`config.mk`:
```
export PLATFORM = sky130hd
export DESIGN_NAME = braid_mix_scheduler
export DESIGN_NICKNAME = d
export VERILOG_FILES = /design/src/rtl/braid_mix_scheduler.sv
export SDC_FILE = /design/constraint.sdc
export NUM_CORES = 1
export LEC_CHECK = 0
export BUFFER_PORTS_ARGS = -buffer_cell sky130_fd_sc_hd__buf_2
export CAP_MARGIN = 20
export CORE_ASPECT_RATIO = 1.25
export CORE_MARGIN = 2
export CORE_UTILIZATION = 35
export CTS_CLUSTER_DIAMETER = 30
export DETAILED_ROUTE_END_ITERATION = 10
export PLACE_DENSITY_LB_ADDON = 0.05
export RECOVER_POWER = 50
export SYNTH_ARGS = -nofsm -noshare
export SYNTH_HDL_FRONTEND = slang
export SYNTH_SLANG_ARGS = --single-unit
```
`constraint.sdc`:
```
create_clock -name clk -period 5.43 [get_ports clk]
set_clock_uncertainty 0.15 [all_clocks]
set_input_delay 0.2715 -clock clk [delete_from_list [all_inputs] [get_ports clk]]
set_output_delay 0.2715 -clock clk [all_outputs]
set_load 0.03 [all_outputs]
```
`src/rtl/braid_mix_scheduler.sv`:
```
// ---------------------------------------------------------------------------
// braid_mix_scheduler
//
// Sequences one "braid run" over a ROWS x COLS grid of mixers: opens every
// input valve for LOAD_CYCLES cycles, then visits each mixer in turn (row
// ROWS-1 down to 0, column 0 up to COLS-1 within each row). For each mixer it
// raises mix_req until the actuator acknowledges, then holds mix_active for
// MIX_CYCLES cycles. A one-cycle done pulse closes the run.
//
// Optional feature (macro BRAID_SCHED_ACK_TIMEOUT_EN): if no mix_ack arrives
// within ACK_TIMEOUT cycles of ISSUE, the run stops in ERR with a sticky err
// flag. Without the macro, ISSUE waits forever and err is tied to 0.
//
// Ports
//   clk        in   sole clock, rising edge
//   rst        in   synchronous active-high reset
//   start      in   begin one full braid run (honoured in IDLE and ERR)
//   abort      in   cancel the current run, back to IDLE
//   mix_ack    in   actuator accepted the current mix_req
//   load_valve out  [ROWS] input valve opens
//   mix_req    out  request to actuate mixer at mix_row/mix_col
//   mix_row    out  row of the targeted mixer
//   mix_col    out  column of the targeted mixer
//   mix_active out  mixer dwell in progress
//   mix_count  out  completed mixes in the current run
//   busy       out  run in progress (LOAD, ISSUE, MIX)
//   done       out  one-cycle pulse at run completion
//   err        out  sticky ack-timeout flag
// ---------------------------------------------------------------------------
module braid_mix_scheduler #(
    parameter int ROWS        = 4,
    parameter int COLS        = 8,
    parameter int LOAD_CYCLES = 8,
    parameter int MIX_CYCLES  = 16,
    parameter int ACK_TIMEOUT = 64,
    localparam int RW  = (ROWS > 1) ? $clog2(ROWS) : 1,
    localparam int CLW = (COLS > 1) ? $clog2(COLS) : 1,
    localparam int NW  = $clog2(ROWS * COLS) + 1
) (
    input  logic            clk,
    input  logic            rst,
    input  logic            start,
    input  logic            abort,
    input  logic            mix_ack,
    output logic [ROWS-1:0] load_valve,
    output logic            mix_req,
    output logic [RW-1:0]   mix_row,
    output logic [CLW-1:0]  mix_col,
    output logic            mix_active,
    output logic [NW-1:0]   mix_count,
    output logic            busy,
    output logic            done,
    output logic            err
);

    // One shared timer serves LOAD, MIX and the ISSUE ack watchdog, so it
    // must hold the largest of the three limits.
    localparam int TMAX_LM = (LOAD_CYCLES > MIX_CYCLES) ? LOAD_CYCLES : MIX_CYCLES;
    localparam int TMAX    = (TMAX_LM > ACK_TIMEOUT) ? TMAX_LM : ACK_TIMEOUT;
    localparam int TW      = $clog2(TMAX + 1);

    localparam logic [TW-1:0]  LOAD_LAST = TW'(LOAD_CYCLES - 1);
    localparam logic [TW-1:0]  MIX_LAST  = TW'(MIX_CYCLES - 1);
    localparam logic [TW-1:0]  T_ONE     = TW'(1);
    localparam logic [RW-1:0]  ROW_FIRST = RW'(ROWS - 1);
    localparam logic [RW-1:0]  ROW_ONE   = RW'(1);
    localparam logic [CLW-1:0] COL_LAST  = CLW'(COLS - 1);
    localparam logic [CLW-1:0] COL_ONE   = CLW'(1);
    localparam logic [NW-1:0]  CNT_ONE   = NW'(1);
`ifdef BRAID_SCHED_ACK_TIMEOUT_EN
    localparam logic [TW-1:0]  ACK_LAST  = TW'(ACK_TIMEOUT - 1);
`endif

    typedef enum logic [2:0] {
        IDLE  = 3'd0,
        LOAD  = 3'd1,
        ISSUE = 3'd2,
        MIX   = 3'd3,
        DONE  = 3'd4,
        ERR   = 3'd5
    } state_t;

    state_t         state_q, state_d;
    logic [RW-1:0]  row_q, row_d;
    logic [CLW-1:0] col_q, col_d;
    logic [NW-1:0]  cnt_q, cnt_d;
    logic [TW-1:0]  tmr_q, tmr_d;

    logic [ROWS-1:0] load_valve_q, load_valve_d;
    logic            mix_req_q, mix_req_d;
    logic            mix_active_q, mix_active_d;
    logic            busy_q, busy_d;
    logic            done_q, done_d;
`ifdef BRAID_SCHED_ACK_TIMEOUT_EN
    logic            err_q, err_d;
`endif

    always_comb begin
        state_d = state_q;
        row_d   = row_q;
        col_d   = col_q;
        cnt_d   = cnt_q;
        tmr_d   = tmr_q;
`ifdef BRAID_SCHED_ACK_TIMEOUT_EN
        err_d   = err_q;
`endif

        if (abort) begin
            // Abort outranks every other event and leaves a clean IDLE.
            state_d = IDLE;
            row_d   = '0;
            col_d   = '0;
            cnt_d   = '0;
            tmr_d   = '0;
`ifdef BRAID_SCHED_ACK_TIMEOUT_EN
            err_d   = 1'b0;
`endif
        end else begin
            case (state_q)
                IDLE: begin
                    if (start) begin
                        state_d = LOAD;
                        cnt_d   = '0;
                        tmr_d   = '0;
                    end
                end
                LOAD: begin
                    if (tmr_q == LOAD_LAST) begin
                        state_d = ISSUE;
                        row_d   = ROW_FIRST;
                        col_d   = '0;
                        tmr_d   = '0;
                    end else begin
                        tmr_d = tmr_q + T_ONE;
                    end
                end
                ISSUE: begin
                    if (mix_ack) begin
                        state_d = MIX;
                        tmr_d   = '0;
                    end
`ifdef BRAID_SCHED_ACK_TIMEOUT_EN
                    else if (tmr_q == ACK_LAST) begin
                        state_d = ERR;
                        err_d   = 1'b1;
                        tmr_d   = '0;
                    end else begin
                        tmr_d = tmr_q + T_ONE;
                    end
`endif
                end
                MIX: begin
                    if (tmr_q == MIX_LAST) begin
                        cnt_d = cnt_q + CNT_ONE;
                        tmr_d = '0;
                        // The last mixer leaves row/col in place so the final
                        // position stays visible until the next start.
                        if (row_q == '0 && col_q == COL_LAST) begin
                            state_d = DONE;
                        end else begin
                            state_d = ISSUE;
                            if (col_q == COL_LAST) begin
                                col_d = '0;
                                row_d = row_q - ROW_ONE;
                            end else begin
                                col_d = col_q + COL_ONE;
                            end
                        end
                    end else begin
                        tmr_d = tmr_q + T_ONE;
                    end
                end
                DONE: begin
                    state_d = IDLE;
                end
                ERR: begin
`ifdef BRAID_SCHED_ACK_TIMEOUT_EN
                    if (start) begin
                        state_d = LOAD;
                        err_d   = 1'b0;
                        cnt_d   = '0;
                        tmr_d   = '0;
                    end
`else
                    state_d = IDLE;
`endif
                end
                default: begin
                    state_d = IDLE;
                end
            endcase
        end

        // Outputs are decoded from the next state so they leave the flops
        // aligned with the state they describe.
        load_valve_d = (state_d == LOAD) ? {ROWS{1'b1}} : {ROWS{1'b0}};
        mix_req_d    = (state_d == ISSUE);
        mix_active_d = (state_d == MIX);
        busy_d       = (state_d == LOAD) || (state_d == ISSUE) || (state_d == MIX);
        done_d       = (state_d == DONE);
    end

    always_ff @(posedge clk) begin
        if (rst) begin
            state_q      <= IDLE;
            row_q        <= '0;
            col_q        <= '0;
            cnt_q        <= '0;
            tmr_q        <= '0;
            load_valve_q <= '0;
            mix_req_q    <= 1'b0;
            mix_active_q <= 1'b0;
            busy_q       <= 1'b0;
            done_q       <= 1'b0;
`ifdef BRAID_SCHED_ACK_TIMEOUT_EN
            err_q        <= 1'b0;
`endif
        end else begin
            state_q      <= state_d;
            row_q        <= row_d;
            col_q        <= col_d;
            cnt_q        <= cnt_d;
            tmr_q        <= tmr_d;
            load_valve_q <= load_valve_d;
            mix_req_q    <= mix_req_d;
            mix_active_q <= mix_active_d;
            busy_q       <= busy_d;
            done_q       <= done_d;
`ifdef BRAID_SCHED_ACK_TIMEOUT_EN
            err_q        <= err_d;
`endif
        end
    end

    assign load_valve = load_valve_q;
    assign mix_req    = mix_req_q;
    assign mix_row    = row_q;
    assign mix_col    = col_q;
    assign mix_active = mix_active_q;
    assign mix_count  = cnt_q;
    assign busy       = busy_q;
    assign done       = done_q;
`ifdef BRAID_SCHED_ACK_TIMEOUT_EN
    assign err        = err_q;
`else
    assign err        = 1'b0;
`endif

endmodule

```
==> impl_metrics.json, run 1 <==
{
  "status": "finished, final reports clean",
  "synth.most_common_cell": "dfxtp_1",
  "cts_tree": "built",
  "first_pass_iters": 4,
  "initial_core_util_pct": 36.1,
  "r2r_end": "mix_col[2]",
  "track_usage_pct": 15.4,
  "maxCapViolations": 0,
  "yosys.area.top_type_share_pct": 38.8,
  "ys.flop_type": "dfxtp_1",
  "vdd_drop_max_mv": 0.0668,
  "fmax_mhz": 465,
  "grt_pass1_vias": 1097,
  "grt.overflow.total": 0,
  "r2r.worst_path.cells": 5,
  "cts_sinks": 26,
  "synth-edff-count": 0,
  "min_path_type": "input pin to flop",
  "powerDensity_nw_per_um2": 229,
  "yosys.area.top_type": "dfxtp_1",
  "cts_buffers": 3,
  "relSlewSlack_pct": 53.7,
  "critPathCaptureType": "flop",
  "finalWorstSetupSlack_ns": 3.28,
  "drt_iter0_drc": 34,
  "setup_viol": 0,
  "synth_cells": 156,
  "grt_util_met1_pct": 19.5,
  "die_w_um": 59.4,
  "netlist_area_um2": 1340,
  "ys_seq_elements": 26,
  "antenna_found_initial": 0,
  "busiest_layer": "met2",
  "grt_util_met2_pct": 26.1,
  "final.period_utilization_pct": 39.6,
  "io-pin-count": 25,
  "start_kind": "flop",
  "clkSlewWorstSetupHoldPaths_ns": 0.10,
  "root_buffer": "clkbuf_8",
  "syn-num-nets": 166,
  "seq_area_frac_synth_pct": 38.8,
  "synthDistinctLibCells": 48,
  "dieArea_um2": 4350,
  "htree_levels": 1,
  "dp_cells": 211,
  "ctsHoldBuffers": 0,
  "cts_buffer_depth": 2,
  "vias": 1158,
  "wl_mm": 2.98,
  "viasPerCell": 5.39,
  "slew_violations": 0,
  "io_buffer_count": 23,
  "synthArstFlopShare_pct": 0,
  "worstPathMaxFanout": 7,
  "hold_violations": 0,
  "nNetsFinal": 186,
  "min_to": "busy",
  "clock_latency_ns": 0.27,
  "stdcell_count": 215,
  "cts_resized": 0,
  "synth_warnings": 0,
  "cp.arrival_ns": 2.20,
  "ant_nets": 0,
  "syn_avg_cell_area_um2": 8.61,
  "tns_ns": 0,
  "antennaDiodeCount": 0,
  "gr-usage-met3_pct": 3.01,
  "rsz0062_at_grt": "no",
  "cp_slowest_cell": "nor3_1",
  "crit_required_ns": 5.48,
  "dp_hpwl_mm": 2.29,
  "crit_chain": "ha_1, nand4bb_1, nor3_1, o21a_1, mux2i_1",
  "grt_pass1_wl_mm": 5.10,
  "globalplace.congestion": 0.853,
  "worstHoldPathCells": 3,
  "worstMarginPinSlew_ns": 0.690,
  "preCtsSetupSlack_ns": 3.42,
  "drc": 0,
  "slowest_delay_ns": 0.56,
  "rows": 25,
  "p_leak_nw": 0.497,
  "grt_max_degree": 15,
  "period_needed_ns": 2.15,
  "drive_above_1_share_pct": 6.86,
  "coreArea_um2": 3720,
  "syn_to_final_growth_pct": 10.7,
  "r2r_slack_ns": 3.28,
  "synth_commonest_cells": "26 x dfxtp_1, 14 x nand2_1, 12 x nor2_1",
  "worstReg2RegStart": "tmr_q[0]",
  "synthTopCellsByArea": "dfxtp_1 39%, ha_1 4.7%, a21oi_1 4.1%",
  "wl_per_cell_um": 13.9,
  "post-route-util_pct": 39.9,
  "min-delay-start": "start",
  "critPathKind": "flop to flop",
  "die_h_um": 73.2,
  "postCtsSetupBuffers": 0,
  "fillers": 410
}
-- worst max-delay path by stage --
stage                    start      endpoint
finish                tmr_q[0]    mix_col[2]
global route          tmr_q[1]    mix_col[2]
CTS                 state_q[1]      tmr_q[3]
detailed placement  state_q[1]      tmr_q[3]
global placement    state_q[1]      tmr_q[3]
floorplan             tmr_q[0]  mix_count[4]
-- power by group --
part	total, mW	switching, mW	internal (mW)	leakage [nW]
combinational	0.0196	0.0144	0.00521	0.259
clock	0.127	0.0627	0.0648	0.0288
sequential	0.194	0.00197	0.192	0.210
total	0.341	0.0791	0.262	0.497
-- state kept, by name (all words and copies together) (netlist names), 2 cells and up --
| name | count |
|---|---|
| tmr_q | 7 |
| mix_count | 6 |
| mix_col | 3 |
| state_q | 3 |
| mix_row | 2 |
-- through the flow --
step | hold WS, ns | area [um^2] | power [mW]
detailed placement | 0.321 | 1460 | 0.219
floorplan | 0.325 | 1340 | 0.214
global route | 0.221 | 1490 | 0.355
CTS | 0.197 | 1520 | 0.345
finish | 0.196 | 1490 | 0.341
global placement | 0.315 | 1460 | 0.219
-- layout by cell type (no fill, tap or decap), types with 2 or more instances in the layout --
master     count
a21oi_1       11
a311oi_1       2
and4_1         2
and4b_1        2
buf_2          4
clkbuf_1      19
clkbuf_8       4
dfxtp_1       26
ha_1           5
inv_1          5
mux2i_1        4
nand2_1       14
nand2b_1       2
nand3_1        6
nor2_1        12
nor2b_1        4
nor3_1         6
o2111ai_1      2
o21ai_0        7
o21ai_1        3
or3_1          6
or4_1          2
xnor2_1        2
xor2_1         2
-- worst max-delay path, delay by kind of cell (launching register included) --
kind	cells	cell delay, ns
multiplexers	1	0.20
AO/OA/AOI/OAI	1	0.31
flip-flops	1	0.40
AND/OR/NAND/NOR	2	0.73
adder cells (fa/ha/maj)	1	0.28
-- cells by family (layout without fill, tap and decap cells) --
| kind of cell | count (synthesis) | in the layout | share of synthesized area [%] |
|---|---|---|---|
| and+or+nand+nor | 67 | 67 | 28.7 |
| AOI/OAI and AO/OA | 35 | 35 | 16.2 |
| DFF | 26 | 26 | 38.8 |
| buffers and inverters | 13 | 32 | 4.94 |
| adders and majority gates | 5 | 5 | 4.66 |
| muxes | 5 | 5 | 3.82 |
| xor gates and xnor gates | 4 | 4 | 2.61 |
| other | 1 | 1 | 0.279 |
-- per-layer routing --
layer	vias up	share of wire, %
li1	600	-
met1	540	46
met2	16	50
met3	2	3.2
met4	0	0.87
met5	-	0
-- final cells by class --
class                      count  area [um^2]  area share, %
inverter                       5         18.8           1.26
multi-input combinational    117          751           50.5
tap                           40         50.0           3.37
timing repair buffer          23         91.3           6.14
clock buffer                   4         55.1           3.70
sequential                    26          520           35.0
Power figures use the tool's default switching activity.
==> inputs of run 2 (changes only) <==
clock period = 2.1 ns   (was 5.43 ns; I/O delays follow)
==> impl_metrics.json, run 2 (synthesized netlist as in run 1, its figures left out) <==
{
  "status": "finished, final reports clean",
  "gr-usage-met3_pct": 2.66,
  "power.total_uw": 846,
  "final.period_utilization_pct": 93.2,
  "drc": 0,
  "hold_violations": 0,
  "grt_pass1_vias": 1160,
  "cp.arrival_ns": 2.02,
  "worstPathMaxFanout": 10,
  "viasPerCell": 5.38,
  "grt_pass1_wl_mm": 5.39,
  "layout.cells.most_common_list": "26 x dfxtp_1, 19 x clkbuf_1, 14 x nand2_1",
  "slowest_delay_ns": 0.51,
  "htree_levels": 1,
  "nNetsFinal": 191,
  "setup_viol": 0,
  "grt_util_met2_pct": 26.4,
  "min_path_type": "input pin to flop",
  "period_needed_ns": 1.96,
  "multiInputGateArea_um2": 756,
  "startpoint": "tmr_q[0]",
  "die_h_um": 73.2,
  "largest_reg_flops": 7,
  "cts_buffer_depth": 2,
  "syn_to_final_growth_pct": 12.9,
  "vias": 1178,
  "cts_resized": 0,
  "io-pin-count": 25,
  "rows": 25,
  "maxCapViolations": 0,
  "coreArea_um2": 3720,
  "globalplace.congestion": 0.891,
  "wl_per_cell_um": 14.0,
  "crit_required_ns": 2.16,
  "powerDensity_nw_per_um2": 558,
  "antennaDiodeCount": 0,
  "fillers": 401,
  "cts_tree": "built",
  "final_common_cell": "dfxtp_1",
  "vdd_drop_max_mv": 0.211,
  "worstReg2RegStart": "tmr_q[0]",
  "postCtsSetupBuffers": 0,
  "critPathCaptureType": "flop",
  "fmax_mhz": 511,
  "clock_latency_ns": 0.27,
  "critPathKind": "flop to flop",
  "wl_mm": 3.06,
  "grt_max_degree": 14,
  "p_leak_nw": 0.518,
  "regMostFlops": "tmr_q",
  "post-route-util_pct": 40.7,
  "cts_buffers": 3,
  "busiest_layer": "met2",
  "track_usage_pct": 16.1,
  "layout.area.seq_um2": 520,
  "crit_chain": "ha_1, and4bb_4, a21oi_2, or4_1, a21oi_1",
  "cp_slowest_cell": "or4_1",
  "drt_iter0_drc": 36,
  "root_buffer": "clkbuf_8",
  "drive_above_1_share_pct": 9.50,
  "dp_hpwl_mm": 2.34,
  "slew_violations": 0,
  "die_w_um": 59.4,
  "grt_util_met1_pct": 21.2,
  "grt.overflow.total": 0,
  "min-delay-start": "start",
  "first_pass_iters": 4,
  "antenna_found_initial": 0,
  "ant_nets": 0,
  "start_kind": "flop",
  "ctsHoldBuffers": 0,
  "tns_ns": 0,
  "initial_core_util_pct": 36.1,
  "clkSlewWorstSetupHoldPaths_ns": 0.09,
  "io_buffer_count": 23,
  "rsz0062_at_grt": "no",
  "cts_sinks": 26,
  "dieArea_um2": 4350
}
-- run 2: cell count changes in the layout (fill, tap and decap cells not counted) --
cell      change
nor3_1        -1
buf_4         +5
nor3_2        +1
clkbuf_8      -1
-- run 2: path summary, 6_finish.rpt --
path                            slack, ns  cells past startpoint           end
worst max-delay path                 0.14                      5  mix_count[4]
worst min-delay path                 0.03                      3          busy
worst max register to register       0.14                      5  mix_count[4]
worst min register to register       0.34                      2    mix_col[2]
-- run 2: report_power, final --
group / switching, mW / total, mW / leakage (nW) / internal [mW]
Combinational: 0.0389 / 0.0546 / 0.286 / 0.0157
Sequential: 0.00396 / 0.500 / 0.210 / 0.496
Clock: 0.162 / 0.291 / 0.0216 / 0.129
Total: 0.205 / 0.846 / 0.518 / 0.641
-- run 2: routing by layer --
metal / vias up / part of all wire, %
met4: 0 / 1.2
li1: 609 / -
met3: 4 / 2.9
met2: 18 / 48
met5: - / 0
met1: 547 / 48
-- run 2: worst max-delay path: cells and delay by family (launching register included) --
kind                       cells  cell delay [ns]
AOI/OAI and AO/OA              2             0.26
adders and majority gates      1             0.28
DFF                            1             0.40
and+or+nand+nor                2             0.81
-- run 2: layout make-up --
| type | count | area share (%) |
|---|---|---|
| tap | 40 | 3.30 |
| sequential | 26 | 34.4 |
| inverter | 5 | 1.24 |
| timing repair buffer | 28 | 8.51 |
| clock buffer | 3 | 2.73 |
| multi-input combinational | 117 | 49.9 |
-- run 2: per-stage QoR --
step                instances  cell area (um^2)  setup slack [ns]  hold WS, ns
finish                    219              1520             0.142       0.0276
global route              219              1520            0.0202       0.0497
CTS                       219              1540             0.169       0.0293
detailed placement        216              1500             0.185        0.324
global placement          216              1500             0.217        0.321
floorplan                 156              1340             0.316        0.186
==> inputs of run 3 (changes only) <==
GPL_TIMING_DRIVEN = 0   (was not set)
PLACE_DENSITY_LB_ADDON = not set   (was 0.05)
==> impl_metrics.json, run 3 (synthesized netlist as in run 1, its figures left out) <==
{
  "status": "finished, final reports clean",
  "multiInputGateArea_um2": 756,
  "setup_viol": 0,
  "nNetsFinal": 194,
  "dieArea_um2": 4350,
  "initial_core_util_pct": 36.1,
  "vdd_drop_max_mv": 0.203,
  "antennaDiodeCount": 0,
  "critPathCaptureType": "flop",
  "grt_max_degree": 15,
  "cts_buffers": 3,
  "post-route-util_pct": 41.3,
  "grt_pass1_wl_mm": 5.10,
  "viasPerCell": 5.57,
  "cts_sinks": 26,
  "cp.arrival_ns": 2.00,
  "dp_hpwl_mm": 2.32,
  "hold_violations": 0,
  "largest_reg_flops": 7,
  "globalplace.congestion": 0.887,
  "min_path_type": "input pin to flop",
  "layout.cells.most_common_list": "26 x dfxtp_1, 21 x clkbuf_1, 14 x nand2_1",
  "crit_required_ns": 2.17,
  "swShare_pct": 23.1,
  "stdcell_count": 223,
  "io_buffer_count": 23,
  "start_kind": "flop",
  "syn_to_final_growth_pct": 14.6,
  "worstPathMaxFanout": 10,
  "die_h_um": 73.2,
  "slew_violations": 0,
  "htree_levels": 1,
  "fillers": 395,
  "dp_cells": 219,
  "cts_resized": 0,
  "intPower_uw": 683,
  "drc": 0,
  "critPathKind": "flop to flop",
  "r2r.worst_path.cells": 5,
  "cts_buffer_depth": 2,
  "die_w_um": 59.4,
  "min-delay-start": "start",
  "coreArea_um2": 3720,
  "postCtsSetupBuffers": 0,
  "period_needed_ns": 1.94,
  "rsz0062_at_grt": "no",
  "grt_pass1_vias": 1164,
  "track_usage_pct": 15.2,
  "relSlewSlack_pct": 61.1,
  "regMostFlops": "tmr_q",
  "ant_nets": 0,
  "r2r_slack_ns": 0.16,
  "io-pin-count": 25,
  "final_common_cell": "dfxtp_1",
  "worstMarginPinSlew_ns": 0.582,
  "antenna_found_initial": 0,
  "pwr-share-clk_pct": 37.0,
  "rows": 25,
  "cts_tree": "built",
  "final.period_utilization_pct": 92.3,
  "vias": 1241,
  "p_switching_uw": 205,
  "maxCapViolations": 0,
  "p_leak_nw": 0.532,
  "grt.overflow.total": 0,
  "clock_latency_ns": 0.28,
  "drive_above_1_share_pct": 10.9,
  "fmax_mhz": 516,
  "whs_ns": 0.0714,
  "startpoint": "tmr_q[0]",
  "tns_ns": 0,
  "clkSlewWorstSetupHoldPaths_ns": 0.10,
  "p_comb_share_pct": 6.8,
  "wl_mm": 2.99,
  "worstReg2RegStart": "tmr_q[0]",
  "endpoint": "mix_count[4]",
  "pwr-share-seq_pct": 56.2,
  "wl_per_cell_um": 13.4,
  "layout.area.seq_um2": 520,
  "first_pass_iters": 4,
  "powerDensity_nw_per_um2": 577,
  "ctsHoldBuffers": 0,
  "drt_iter0_drc": 30,
  "r2r_end": "mix_count[4]",
  "root_buffer": "clkbuf_8"
}
-- run 3: changes by cell type in the layout (fill, tap and decap cells not counted) --
cell / previous run / this run
buf_2: 4 / 6
buf_4: 5 / 4
mux2_1: 1 / 0
mux2_2: 0 / 1
clkbuf_1: 19 / 21
clkbuf_8: 3 / 4
-- run 3: worst min path at each step --
stage | end | slack, ns | cells past startpoint
final | busy | 0.07 | 3
after global routing | busy | 0.07 | 3
after CTS | busy | 0.06 | 3
after detailed placement | mix_col[1] | 0.33 | 2
after global placement | mix_col[1] | 0.31 | 2
after floorplan | busy | 0.19 | 2
-- run 3: worst max-delay path: stages, from the launching register on --
cell and delay [ns]:
dfxtp_1 0.39, ha_1 0.27, and4bb_4 0.30, a21oi_2 0.12, or4_1 0.51, a21oi_1 0.14
-- run 3: cell type report --
type,count,area share [%]
Buffer,8,3.09
Inverter,5,1.22
Multi-Input combinational cell,117,49.1
Sequential cell,26,33.8
Timing Repair Buffer,23,5.93
Clock buffer,4,3.58
Tap cell,40,3.25
-- run 3: per-layer routing --
metal	global-route usage [%]	vias up	part of all wire, %
met2	27.1	20	53
li1	-	620	-
met4	6.06	0	1.3
met3	2.13	4	2.9
met5	0	-	0
met1	17.7	597	43
-- run 3: power groups by stage --
stage / clock network [mW] / logic [mW] / registers (mW)
final: 0.329 / 0.0602 / 0.499
after global routing: 0.358 / 0.0662 / 0.500
after global placement: 0 / 0.0607 / 0.510
after CTS: 0.334 / 0.0617 / 0.499
after detailed placement: 0 / 0.0615 / 0.511
after floorplan: 0 / 0.0402 / 0.514
-- run 3: metrics by stage --
step,setup WS (ns),instance area (um^2),power [mW]
6_report,0.162,1540,0.888
3_5_place_dp,0.175,1510,0.572
3_3_place_gp,0.221,1510,0.571
4_1_cts,0.158,1560,0.894
2_1_floorplan,0.316,1340,0.554
5_1_grt,0.0442,1540,0.924
